`src/rtl/laser_pkg.sv`:
```
// Shared types and sizing for the LASER point feeder: frame geometry, stream states, result record.
package laser_pkg;
    localparam int OBJ_NUM = 40;
    localparam int COORD_W = 4;
    localparam int POINT_W = 2 * COORD_W;
    localparam int PTR_W   = $clog2(OBJ_NUM + 1);

    typedef enum logic [1:0] {
        WAIT_BANK = 2'd0,
        STREAM    = 2'd1,
        WAIT_DONE = 2'd2
    } stream_state_t;

    typedef struct packed {
        logic [COORD_W-1:0] c1x;
        logic [COORD_W-1:0] c1y;
        logic [COORD_W-1:0] c2x;
        logic [COORD_W-1:0] c2y;
    } result_t;
endpackage

```
`src/rtl/laser_frame_bank.sv`:
```
// Two frames of OBJ_NUM points; one-cycle write, combinational read, no backpressure.
module laser_frame_bank
    import laser_pkg::*;
(
    input  logic               CLK,
    input  logic               wr_en,
    input  logic               wr_bank,
    input  logic [PTR_W-1:0]   wr_ptr,
    input  logic [POINT_W-1:0] wr_data,
    input  logic               rd_bank,
    input  logic [PTR_W-1:0]   rd_ptr,
    output logic [POINT_W-1:0] rd_data
);
    // Contents are only read from a bank flagged full, so no reset is needed.
    logic [POINT_W-1:0] mem [2][OBJ_NUM];

    always_ff @(posedge CLK) begin
        if (wr_en)
            mem[wr_bank][wr_ptr] <= wr_data;
    end

    assign rd_data = mem[rd_bank][rd_ptr];
endmodule

```
`src/rtl/laser_point_feeder.sv`:
```
// Buffers host points into two frames and bursts them to the engine; burst starts one cycle after a
// frame completes. in_ready drops while both frames are full; results are held until res_ready.
module laser_point_feeder
    import laser_pkg::*;
(
    input  logic               CLK,
    input  logic               RST,
    input  logic               in_valid,
    output logic               in_ready,
    input  logic [COORD_W-1:0] in_x,
    input  logic [COORD_W-1:0] in_y,
    output logic               LRST,
    output logic [COORD_W-1:0] X,
    output logic [COORD_W-1:0] Y,
    input  logic               DONE,
    input  logic [COORD_W-1:0] C1X,
    input  logic [COORD_W-1:0] C1Y,
    input  logic [COORD_W-1:0] C2X,
    input  logic [COORD_W-1:0] C2Y,
    output logic               res_valid,
    input  logic               res_ready,
    output logic [COORD_W-1:0] res_c1x,
    output logic [COORD_W-1:0] res_c1y,
    output logic [COORD_W-1:0] res_c2x,
    output logic [COORD_W-1:0] res_c2y,
    output logic               res_ovf,
    output logic [7:0]         frame_cnt
);
    stream_state_t      state;
    logic [1:0]         full;
    logic               wr_bank;
    logic               rd_bank;
    logic [PTR_W-1:0]   wr_ptr;
    logic [PTR_W-1:0]   rd_ptr;
    logic [PTR_W-1:0]   rd_addr;
    logic [POINT_W-1:0] rd_data;
    logic               accept;
    logic               wr_last;
    logic               rd_release;
    result_t            res;

    assign in_ready   = !full[wr_bank];
    assign accept     = in_valid && in_ready;
    assign wr_last    = accept && (wr_ptr == PTR_W'(OBJ_NUM - 1));
    assign rd_release = (state == STREAM) && (rd_ptr == PTR_W'(OBJ_NUM));
    // Outside an active burst the read port pre-fetches point 0 of the next frame.
    assign rd_addr    = (state == STREAM && !rd_release) ? rd_ptr : '0;

    laser_frame_bank u_bank (
        .CLK     (CLK),
        .wr_en   (accept),
        .wr_bank (wr_bank),
        .wr_ptr  (wr_ptr),
        .wr_data ({in_y, in_x}),
        .rd_bank (rd_bank),
        .rd_ptr  (rd_addr),
        .rd_data (rd_data)
    );

    always_ff @(posedge CLK or posedge RST) begin
        if (RST) begin
            wr_bank <= 1'b0;
            wr_ptr  <= '0;
            full    <= 2'b00;
        end else begin
            if (accept) begin
                if (wr_last) begin
                    wr_ptr  <= '0;
                    wr_bank <= !wr_bank;
                end else begin
                    wr_ptr <= wr_ptr + 1'b1;
                end
            end
            // Release and fill always target different banks, so both may land together.
            if (rd_release)
                full[rd_bank] <= 1'b0;
            if (wr_last)
                full[wr_bank] <= 1'b1;
        end
    end

    always_ff @(posedge CLK or posedge RST) begin
        if (RST) begin
            state     <= WAIT_BANK;
            LRST      <= 1'b1;
            X         <= '0;
            Y         <= '0;
            rd_bank   <= 1'b0;
            rd_ptr    <= '0;
            frame_cnt <= '0;
        end else begin
            case (state)
                WAIT_BANK: begin
                    if (full[rd_bank]) begin
                        LRST   <= 1'b0;
                        {Y, X} <= rd_data;
                        rd_ptr <= PTR_W'(1);
                        state  <= STREAM;
                    end
                end
                STREAM: begin
                    if (rd_release) begin
                        X         <= '0;
                        Y         <= '0;
                        rd_bank   <= !rd_bank;
                        frame_cnt <= frame_cnt + 8'd1;
                        state     <= WAIT_DONE;
                    end else begin
                        {Y, X} <= rd_data;
                        rd_ptr <= rd_ptr + 1'b1;
                    end
                end
                WAIT_DONE: begin
                    if (DONE) begin
                        if (full[rd_bank]) begin
                            {Y, X} <= rd_data;
                            rd_ptr <= PTR_W'(1);
                            state  <= STREAM;
                        end else begin
                            LRST  <= 1'b1;
                            state <= WAIT_BANK;
                        end
                    end
                end
                default: begin
                    LRST  <= 1'b1;
                    X     <= '0;
                    Y     <= '0;
                    state <= WAIT_BANK;
                end
            endcase
        end
    end

    // Results are captured on every DONE, even one the stream FSM treats as out of protocol.
    always_ff @(posedge CLK or posedge RST) begin
        if (RST) begin
            res       <= '0;
            res_valid <= 1'b0;
            res_ovf   <= 1'b0;
        end else begin
            if (DONE) begin
                res       <= {C1X, C1Y, C2X, C2Y};
                res_valid <= 1'b1;
                if (res_valid && !res_ready)
                    res_ovf <= 1'b1;
            end else if (res_valid && res_ready) begin
                res_valid <= 1'b0;
            end
        end
    end

    assign res_c1x = res.c1x;
    assign res_c1y = res.c1y;
    assign res_c2x = res.c2x;
    assign res_c2y = res.c2y;
endmodule

```
`config.mk`:
```
export PLATFORM = sky130hd
export DESIGN_NAME = laser_point_feeder
export DESIGN_NICKNAME = d
export VERILOG_FILES = /design/src/rtl/laser_pkg.sv /design/src/rtl/laser_frame_bank.sv /design/src/rtl/laser_point_feeder.sv
export SDC_FILE = /design/constraint.sdc
export NUM_CORES = 1
export LEC_CHECK = 0
export BUFFER_PORTS_ARGS = -buffer_cell sky130_fd_sc_hd__buf_4
export CAP_MARGIN = 40
export CORE_ASPECT_RATIO = 0.8
export CORE_MARGIN = 2
export CORE_UTILIZATION = 40
export DETAILED_ROUTE_END_ITERATION = 8
export GPL_ROUTABILITY_DRIVEN = 0
export PLACE_DENSITY_LB_ADDON = 0.25
export SETUP_SLACK_MARGIN = 0.5
export SLEW_MARGIN = 20
export SYNTH_ARGS = -nofsm -noshare
export SYNTH_HDL_FRONTEND = slang
export SYNTH_SLANG_ARGS = --single-unit
```
`constraint.sdc`:
```
create_clock -name CLK -period 4 [get_ports CLK]
set_input_delay 0.8 -clock CLK [delete_from_list [all_inputs] [get_ports CLK]]
set_output_delay 0.8 -clock CLK [all_outputs]
set_load 0.02 [all_outputs]
```
### After elaboration in Yosys (flattened, before gate mapping)

Memory sizes are Yosys's and may differ from the RTL's.
Cells that the tools add are included.

* output and inout bits: 36
* flip-flop bits (word level): 53
* memories: 1
* logic and storage cells: 107
* bits of input ports: 29
* bits in writable memories: 640

Memory list
* u_bank.mem: depth 2, width 320, read ports 1, clocked after Yosys merged registers in 0, write ports 1, line laser_frame_bank.sv:15 `logic [POINT_W-1:0] mem [2][OBJ_NUM];`

* $add $sub $neg: 3
* reductions and logical operators: 23
* mux-type cells: 42
* equal/unequal tests: 9
* magnitude comparators: 7
* bitwise logic cells: 6

Operators with widths (count)
* 2-to-1 mux 320 bit: 1
* binary-select mux 8 bit (select 6 bit): 1
* demux 8 bit (select 6 bit): 1
* 2-to-1 mux 6 bit: 5
* 2-to-1 mux 4 bit: 6
* 2-to-1 mux 8 bit: 3
* one-hot mux 4 bit (3 select lines): 2
* one-hot mux 6 bit (3 select lines): 1
* greater-or-equal comparator 7 bit, second input constant: 2
* inverter 6 -> 7 bit: 2
* 2-to-1 mux 1 bit: 13
* adder 6 x 1 -> 6 bit, second input constant: 2
* == test 6 bit, second input constant: 2
* 2-to-1 mux 2 bit: 5
* inequality test 2 bit, second input constant: 5
* logical AND 1 bit: 9
* adder 8 x 1 -> 8 bit, second input constant: 1
* < comparator 7 x 1 -> 1 bit, second input constant: 1
* one-hot mux 2 bit (3 select lines): 1
* AND reduction 2 bit: 3
* AND reduction 3 bit: 2
* logical NOT 1 bit: 5
* < comparator 1 x 2 -> 1 bit, second input constant: 2
* AND reduction 4 bit: 1
* other kinds (12): 14

### Depth between registers and ports, before layout

Gate-level depths: netlist of the first run.

* word-level depth: 12
* depth in mapped cells: 14
* depth with buffers taken out: 10

### Hierarchy

From an unflattened synthesis of the first run, not the netlist that was laid out.

* cells, all modules: 1384
* area total of the unflattened synthesis: 27345.0 um^2

Modules (own cells, without submodules)
* laser_frame_bank: cells each 1188, area each 24966.4 um^2, instances 1, seq. area each 19218.4 um^2
* laser_point_feeder: cells each 196, area each 2378.5 um^2, instances 1, seq. area each 1327.5 um^2

### Worst setup path before layout of the first run

OpenSTA, ideal clock, no wires.

* path kind: reg2reg
* start point: register rd_ptr[1]
* end point: register Y[2]
* cell stages (with the launch flop): 14
* setup slack: 1186 ps
* setup time: 131 ps
* data arrival time: 2683 ps
* data required time: 3869 ps
* clock period less this slack: 2814 ps
* path buffers: 4
* cell sequence: dfrtp_1 > buf_2 > inv_1 > ha_1 > and3b_1 > a211oi_4 > buf_6 > buf_4 > buf_6 > mux4_2 > a22oi_1 > nand3_1 > a311oi_1 > a21oi_1

* word-level cells in the longest chain between the ends: 12
* elaborated cells on any way between the ends: 13
* classes of those cells: eq/ne: 1; mux: 8; bitwise: 1; reduce/logical: 3

RTL lines
* start: declaration: line laser_point_feeder.sv:34 `logic [PTR_W-1:0] rd_ptr;`
* start signal: assignment: line laser_point_feeder.sv:110 `rd_ptr <= rd_ptr + 1'b1;`
* == test 6 bit: line laser_point_feeder.sv:45 `assign rd_release = (state == STREAM) && (rd_ptr == PTR_W'(OBJ_NUM));`
* logical AND 1 bit: line laser_point_feeder.sv:45
* logical NOT 1 bit: line laser_point_feeder.sv:47 `assign rd_addr = (state == STREAM && !rd_release) ? rd_ptr : '0;`
* logical AND 1 bit: line laser_point_feeder.sv:47
* 2-to-1 mux 6 bit: line laser_point_feeder.sv:47
* inverter 6 -> 7 bit (not written as such): line laser_frame_bank.sv:22 `assign rd_data = mem[rd_bank][rd_ptr];`
* binary-select mux 8 bit (select 6 bit): line laser_frame_bank.sv:22
* 2-to-1 mux 8 bit (not written as such) (2 in series): line laser_frame_bank.sv:22
* 2-to-1 mux 4 bit: line laser_point_feeder.sv:94, laser_point_feeder.sv:115
* 2-to-1 mux 4 bit: line laser_point_feeder.sv:114 `if (DONE) begin`
* one-hot mux 4 bit (3 select lines) *: line laser_point_feeder.sv:92 `case (state)`
* end signal: assignment: line laser_point_feeder.sv:96 `{Y, X} <= rd_data;`
* end signal: assignment: line laser_point_feeder.sv:109 `{Y, X} <= rd_data;`
* end signal: assignment: line laser_point_feeder.sv:116 `{Y, X} <= rd_data;`
* end: declaration: line laser_point_feeder.sv:14 `output logic [COORD_W-1:0] Y,`

Mark *: on every way between the ends. The rest lies on a longest branch, timed or not. The select of a mux whose other input is x is not followed.
A chain may end at the register's enable or synchronous reset.

### Final worst setup path of the first run

* start point: register rd_ptr[0]
* end point: register Y[1]

The elaborated chain is that of the path after synthesis.

==> results of run 1 <==
flip-flops by register name, indices dropped and copies added (netlist names):
register,flops
u_bank.mem,640
frame_cnt,8
rd_ptr,6
wr_ptr,6
X,4
Y,4
res_c1x,4
res_c1y,4
res_c2x,4
res_c2y,4
full,2
state,2
LRST,1
rd_bank,1
res_ovf,1
res_valid,1
wr_bank,1
stage by stage:
step / power [mW] / cell area [µm²]
final: 17.7 / 32200
after floorplan: 10.3 / 27500
after global routing: 18.3 / 32200
after detailed placement: 11.5 / 29700
after CTS: 17.8 / 31900
after global placement: 11.4 / 29600
cells by family (layout without fill, tap and decap cells):
| family | Yosys count | count (layout) |
|---|---|---|
| flops | 693 | 693 |
| simple gates | 425 | 425 |
| mux | 171 | 171 |
| compound gates | 166 | 166 |
| buf+inv | 88 | 335 |
| xor+xnor | 16 | 16 |
| fa+ha+maj | 4 | 4 |
synthesized netlist by cell type (all sizes together) (8+ instances only):
cell    count  area share
o21ai      20      0.0036
nor3b      11      0.0030
a31oi       8      0.0018
edfxtp    640        0.70
inv         9      0.0012
a22oi      14      0.0038
a21oi      53      0.0097
buf        56       0.013
a211oi     14      0.0043
xnor2       8      0.0026
nand3      45      0.0082
mux2       21      0.0086
a311oi     11      0.0035
nand2     168       0.023
mux4      118       0.097
nand4      17      0.0039
clkbuf     23      0.0031
mux2i      32       0.012
xor2        8      0.0026
and3        8      0.0018
nor2      116       0.016
and2        9      0.0021
dfrtp      52       0.047
nor3       17      0.0031
worst register-to-register path: cells and delay by family (launching register included):
kind / cells / cell delay (ns)
AOI/OAI and AO/OA: 3 / 0.48
muxes: 1 / 0.50
DFF: 1 / 0.49
and+or+nand+nor: 3 / 0.93
adders and majority gates: 1 / 0.24
buffers and inverters: 3 / 0.64
what timing repair did:
item,in CTS,in global routing
setup buffers,0,5
setup endpoints to repair,1,7
pin swaps,0,2
hold endpoints to repair,0,0
gates resized for setup,1,3
area by class of cell:
class / count / area (µm²)
Fill cell: 5794 / 35500
Inverter: 9 / 33.8
Clock inverter: 32 / 297
Clock buffer: 91 / 1900
Timing Repair Buffer: 203 / 1770
Multi-Input combinational cell: 782 / 6470
Tap cell: 913 / 1140
Sequential cell: 693 / 20500
where the power goes:
group,leakage (nW),internal (mW),switching [mW]
combinational,3.16,1.23,1.70
clock,1.06,3.63,2.72
sequential,6.41,8.19,0.235
total,10.6,13.0,4.65
routing by layer:
layer  GRT usage  up-vias  wire (µm)
li1            -     6575          -
met1       0.296     7960      31300
met2       0.294      645      31200
met3      0.0508      131       6680
met4      0.0660        0       2040
met5           0        -          0
path summary, 6_finish.rpt:
path | start | to | slack (ns) | cells after the start
setup / recovery | rd_ptr[0] | Y[1] | 0.57 | 11
hold / removal | RST | res_c1x[0] | 0.11 | 2
setup reg to reg | rd_ptr[0] | Y[1] | 0.57 | 11
hold reg to reg | frame_cnt[7] | frame_cnt[7] | 0.47 | 1
max in group asynchronous | RST | LRST | 3.06 | 4
min in group CLK | C2Y[1] | res_c2y[1] | 0.42 | 2
==> impl_metrics.yaml, run 1 <==
status:
  status: "finished clean"
synth:
  muxShareOfSynthArea: 0.117
  synth_xor_area_frac: 0.00510
  avgSynthCellArea_um2: 17.6
  synth_compound_area_frac: 0.0406
  synth_top_family_by_area: "multiplexers"
  synth_edf_count: 640
  async_flop_share: 0.0765
  syn_nets: 1596
  ys_seq_area_frac: 0.748
  synth_ff_type: "edfxtp_1"
  synth-seq-cells: 693
  netlist_area_um2: 27500
  yosys_warnings: 0
  synth_cell_type_count: 64
  syn-instance-count: 1563
  synth-adder-area-share: 0.00182
  yosys.area_share.simple: 0.0700
timing:
  finalCriticalPeriod_ns: 3.43
  hold_ws_ns: 0.110
  slew_headroom: 0.422
  fin_tns_setup_ns: 0
  drv_slew: 0
  rsz0062_at_grt: "no"
  setup_slack_ns: 0.571
  tightest_slew_ns: 0.864
  fin_skew_ns: 0.0287
  finalHoldViolations: 0
  setup_viol: 0
  max_freq_mhz: 292
  finalCritPeriodShare: 0.857
pwr:
  p_leak_nw: 10.6
  power_density_nw_per_um2: 550
  ir_worst_vdd_v: 0.000397
worst_setup_path:
  crit_path_max_fanout: 56
  path_cells: "inv_1, ha_1, and3b_1, a211oi_4, buf_4, buf_12, mux4_2, nand2_1, a21oi_1, nor3_1, o21ai_0"
  arrival_ns: 3.90
  cp-end-kind: "flip-flop"
  critPathKind: "reg2reg"
  crit_buf_inv: 3
  start_kind: "flip-flop"
  worstPathRequired_ns: 4.47
  cpPeakStageDelay_ns: 0.56
  cpMaxStageDelayCell: "nor3_1"
  crit_family: "simple AND/OR/NAND/NOR gates"
grt:
  grt_pass1_vias: 15300
  grt_max_degree: 81
  grt_antenna_before_repair: 1
  grt.total_usage: 0.201
  grt_first_pass_wirelength_um: 104000
  grt_remaining_overflow: 0
final_layout:
  final_cell_mix: "edfxtp_1, buf_4, nand2_1"
  diodes: 0
  layout.nets: 1792
  layout_commonest_cell: "edfxtp_1"
  drive_gt1_frac: 0.249
  finish.utilization: 0.476
  syn_to_final_growth_pct: 17.2
  fin_cells: 2723
cts:
  clkTransAtPathRegs_ns: 0.06
  cts_hold_buf: 0
  cts.sinks: 693
  cts_tree: "built"
  clk_latency_ns: 0.61
  cts-htree-levels: 3
  cts_root_buffer: "clkbuf_16"
  cts-buffers-inserted: 70
  cts_max_path_buffers: 3
place:
  dp_hpwl_um: 46700
  dp_slack_ns: 0.472
  io_buffers: 64
  place_inst: 2583
route:
  vias_per_cell: 5.62
  drtPass1Iterations: 5
  drcViolationCount: 0
  wl_um: 71200
  drt_iter0_markers: 1924
  drt-wirelength-per-cell_um: 26.1
  ant_nets: 0
  dr_total_vias: 15300
floorplanning:
  ios: 65
  die_w_um: 297
  die_area_um2: 70800
  dieHeight_um: 238
  std_cell_rows: 85
  initial_core_util: 0.406
  core_um2: 67600
flow_run:
  maxCapViolations: 0
min_path:
  hold_class: "in2async"
Power figures use the tool's default switching activity.
==> run 2: changes to the inputs <==
--- a/config.mk
+++ b/config.mk
@@ -8,7 +8,7 @@
 export BUFFER_PORTS_ARGS = -buffer_cell sky130_fd_sc_hd__buf_4
 export CAP_MARGIN = 40
 export CORE_ASPECT_RATIO = 0.8
-export CORE_MARGIN = 2
+export CORE_MARGIN = 3
 export CORE_UTILIZATION = 40
 export DETAILED_ROUTE_END_ITERATION = 8
 export GPL_ROUTABILITY_DRIVEN = 0
==> impl_metrics.yaml, run 2 (synthesis results as in run 1) <==
status:
  status: "finished clean"
route:
  ant_nets: 0
  drcViolationCount: 0
  dr_total_vias: 15200
  wl_um: 69700
  drt-wirelength-per-cell_um: 25.7
  vias_per_cell: 5.60
  drt_iter0_markers: 1654
  drtPass1Iterations: 5
timing:
  finalHoldViolations: 0
  setup_viol: 0
  rsz0062_at_grt: "no"
  fin_tns_setup_ns: 0
  slew_headroom: 0.450
  fin_skew_ns: 0.0211
  setup_slack_ns: 0.568
  tightest_slew_ns: 0.821
  finalCriticalPeriod_ns: 3.43
  max_freq_mhz: 291
  drv_slew: 0
  hold_ws_ns: 0.179
  finalCritPeriodShare: 0.858
cts:
  clk_latency_ns: 0.61
  cts-htree-levels: 3
  cts_max_path_buffers: 3
  clkTransAtPathRegs_ns: 0.06
  cts_root_buffer: "clkbuf_16"
  cts_hold_buf: 0
  cts_tree: "built"
  cts-buffers-inserted: 70
  cts.sinks: 693
floorplanning:
  core_um2: 67600
  die_w_um: 299
  dieHeight_um: 240
  die_area_um2: 71800
  initial_core_util: 0.406
  ios: 65
  std_cell_rows: 85
final_layout:
  layout.nets: 1777
  fin_cells: 2715
  final_cell_mix: "edfxtp_1, buf_4, nand2_1"
  largest_reg_flops: 640
  stdcell_area_um2: 32100
  syn_to_final_growth_pct: 16.8
  regMostFlops: "u_bank.mem"
  top_regs: "u_bank.mem x640, frame_cnt x8"
  drive_gt1_frac: 0.244
  layout_commonest_cell: "edfxtp_1"
grt:
  grt_antenna_before_repair: 1
  grt.total_usage: 0.196
  grt_pass1_vias: 15300
  grt_first_pass_wirelength_um: 104000
  grt_remaining_overflow: 0
  grt_max_degree: 81
pwr:
  power_density_nw_per_um2: 552
  p_leak_nw: 10.6
  power.combinational.fraction: 0.158
  power.share.sequential: 0.479
  clockPowerShare: 0.363
  switchingPower_mw: 4.62
  switching_share: 0.261
  ir_worst_vdd_v: 0.000455
  p_int_mw: 13.1
place:
  io_buffers: 64
  place_inst: 2571
  dp_slack_ns: 0.444
  dp_hpwl_um: 45000
  dpl_cell_area_um2: 29600
worst_setup_path:
  cpMaxStageDelayCell: "dfrtp_1"
  r2r_cells: 10
  crit_path_max_fanout: 15
  cpPeakStageDelay_ns: 0.71
  path_cells: "nand3b_1, buf_4, and2_1, a211oi_1, a31oi_1, o2111ai_1, nand4bb_1, nor3_1, buf_4, a21oi_1"
  worst-r2r-setup-slack_ns: 0.57
  r2r_start: "rd_ptr[2]"
  timing.rr.end: "X[1]"
  critPathKind: "reg2reg"
  start_kind: "flip-flop"
  cp-end-kind: "flip-flop"
  critPathMostFrequentCell: "buf_4"
  worstPathRequired_ns: 4.47
  arrival_ns: 3.91
min_path:
  hold_class: "in2async"
flow_run:
  maxCapViolations: 0
==> run 2: cell types whose count changed in the layout (fill, tap and decap cells not counted), moves of 2 or more <==
| cell | delta |
|---|---|
| buf_16 | -2 |
| buf_4 | -13 |
| clkinv_1 | +3 |
| clkinv_8 | -2 |
| clkinvlp_4 | +2 |
| inv_6 | +4 |
| o311ai_1 | +2 |
==> run 2: layout make-up <==
class	instances	area (µm²)
antenna	1	2.50
clock buffer	90	1900
clock inverter	39	347
fill	5772	35600
inverter	9	33.8
multi-input combinational	782	6470
sequential	693	20600
tap	913	1140
timing repair buffer	188	1620
==> run 2: worst max path at each step <==
stage,cells past startpoint,slack (ns),start,to
2_1_floorplan,13,1.19,rd_ptr[1],Y[2]
3_3_place_gp,12,0.51,rd_ptr[0],X[3]
3_5_place_dp,12,0.44,rd_ptr[0],X[3]
4_1_cts,12,0.50,rd_ptr[0],Y[3]
5_1_grt,11,0.51,rd_ptr[0],Y[0]
6_report,10,0.57,rd_ptr[2],X[1]
==> run 2: what timing repair did <==
item,4_1_cts,5_1_grt
buffers inserted,0,0
endpoints found under the setup margin,1,7
hold endpoints to repair,0,0
gates resized for setup,1,3
==> run 2: power groups by stage <==
stage / combinational [mW] / clock [mW] / sequential (mW)
3_5_place_dp: 2.78 / 0 / 8.62
5_1_grt: 3.00 / 6.86 / 8.50
4_1_cts: 2.79 / 6.54 / 8.47
2_1_floorplan: 1.80 / 0 / 8.50
6_report: 2.79 / 6.43 / 8.47
3_3_place_gp: 2.74 / 0 / 8.61
==> run 2: stage by stage <==
step	total power [mW]	util
after CTS	17.8	0.471
after floorplan	10.3	-
after global placement	11.4	0.436
final	17.7	0.474
after global routing	18.4	0.474
after detailed placement	11.4	0.438
==> run 2: critical path: cells and delay by family, from the launching register on <==
| family | cells | cell delay, ns |
|---|---|---|
| simple gates | 4 | 1.27 |
| compound gates | 4 | 0.68 |
| buf+inv | 2 | 0.64 |
| flops | 1 | 0.71 |
==> run 2: routing by layer <==
metal	up-vias	share of wire	global-route usage	routed length (µm)
li1	6543	-	-	-
met1	7960	0.46	0.299	31800
met2	607	0.44	0.283	30500
met3	96	0.084	0.0493	5850
met4	2	0.022	0.0504	1510
met5	-	0.00019	0	13
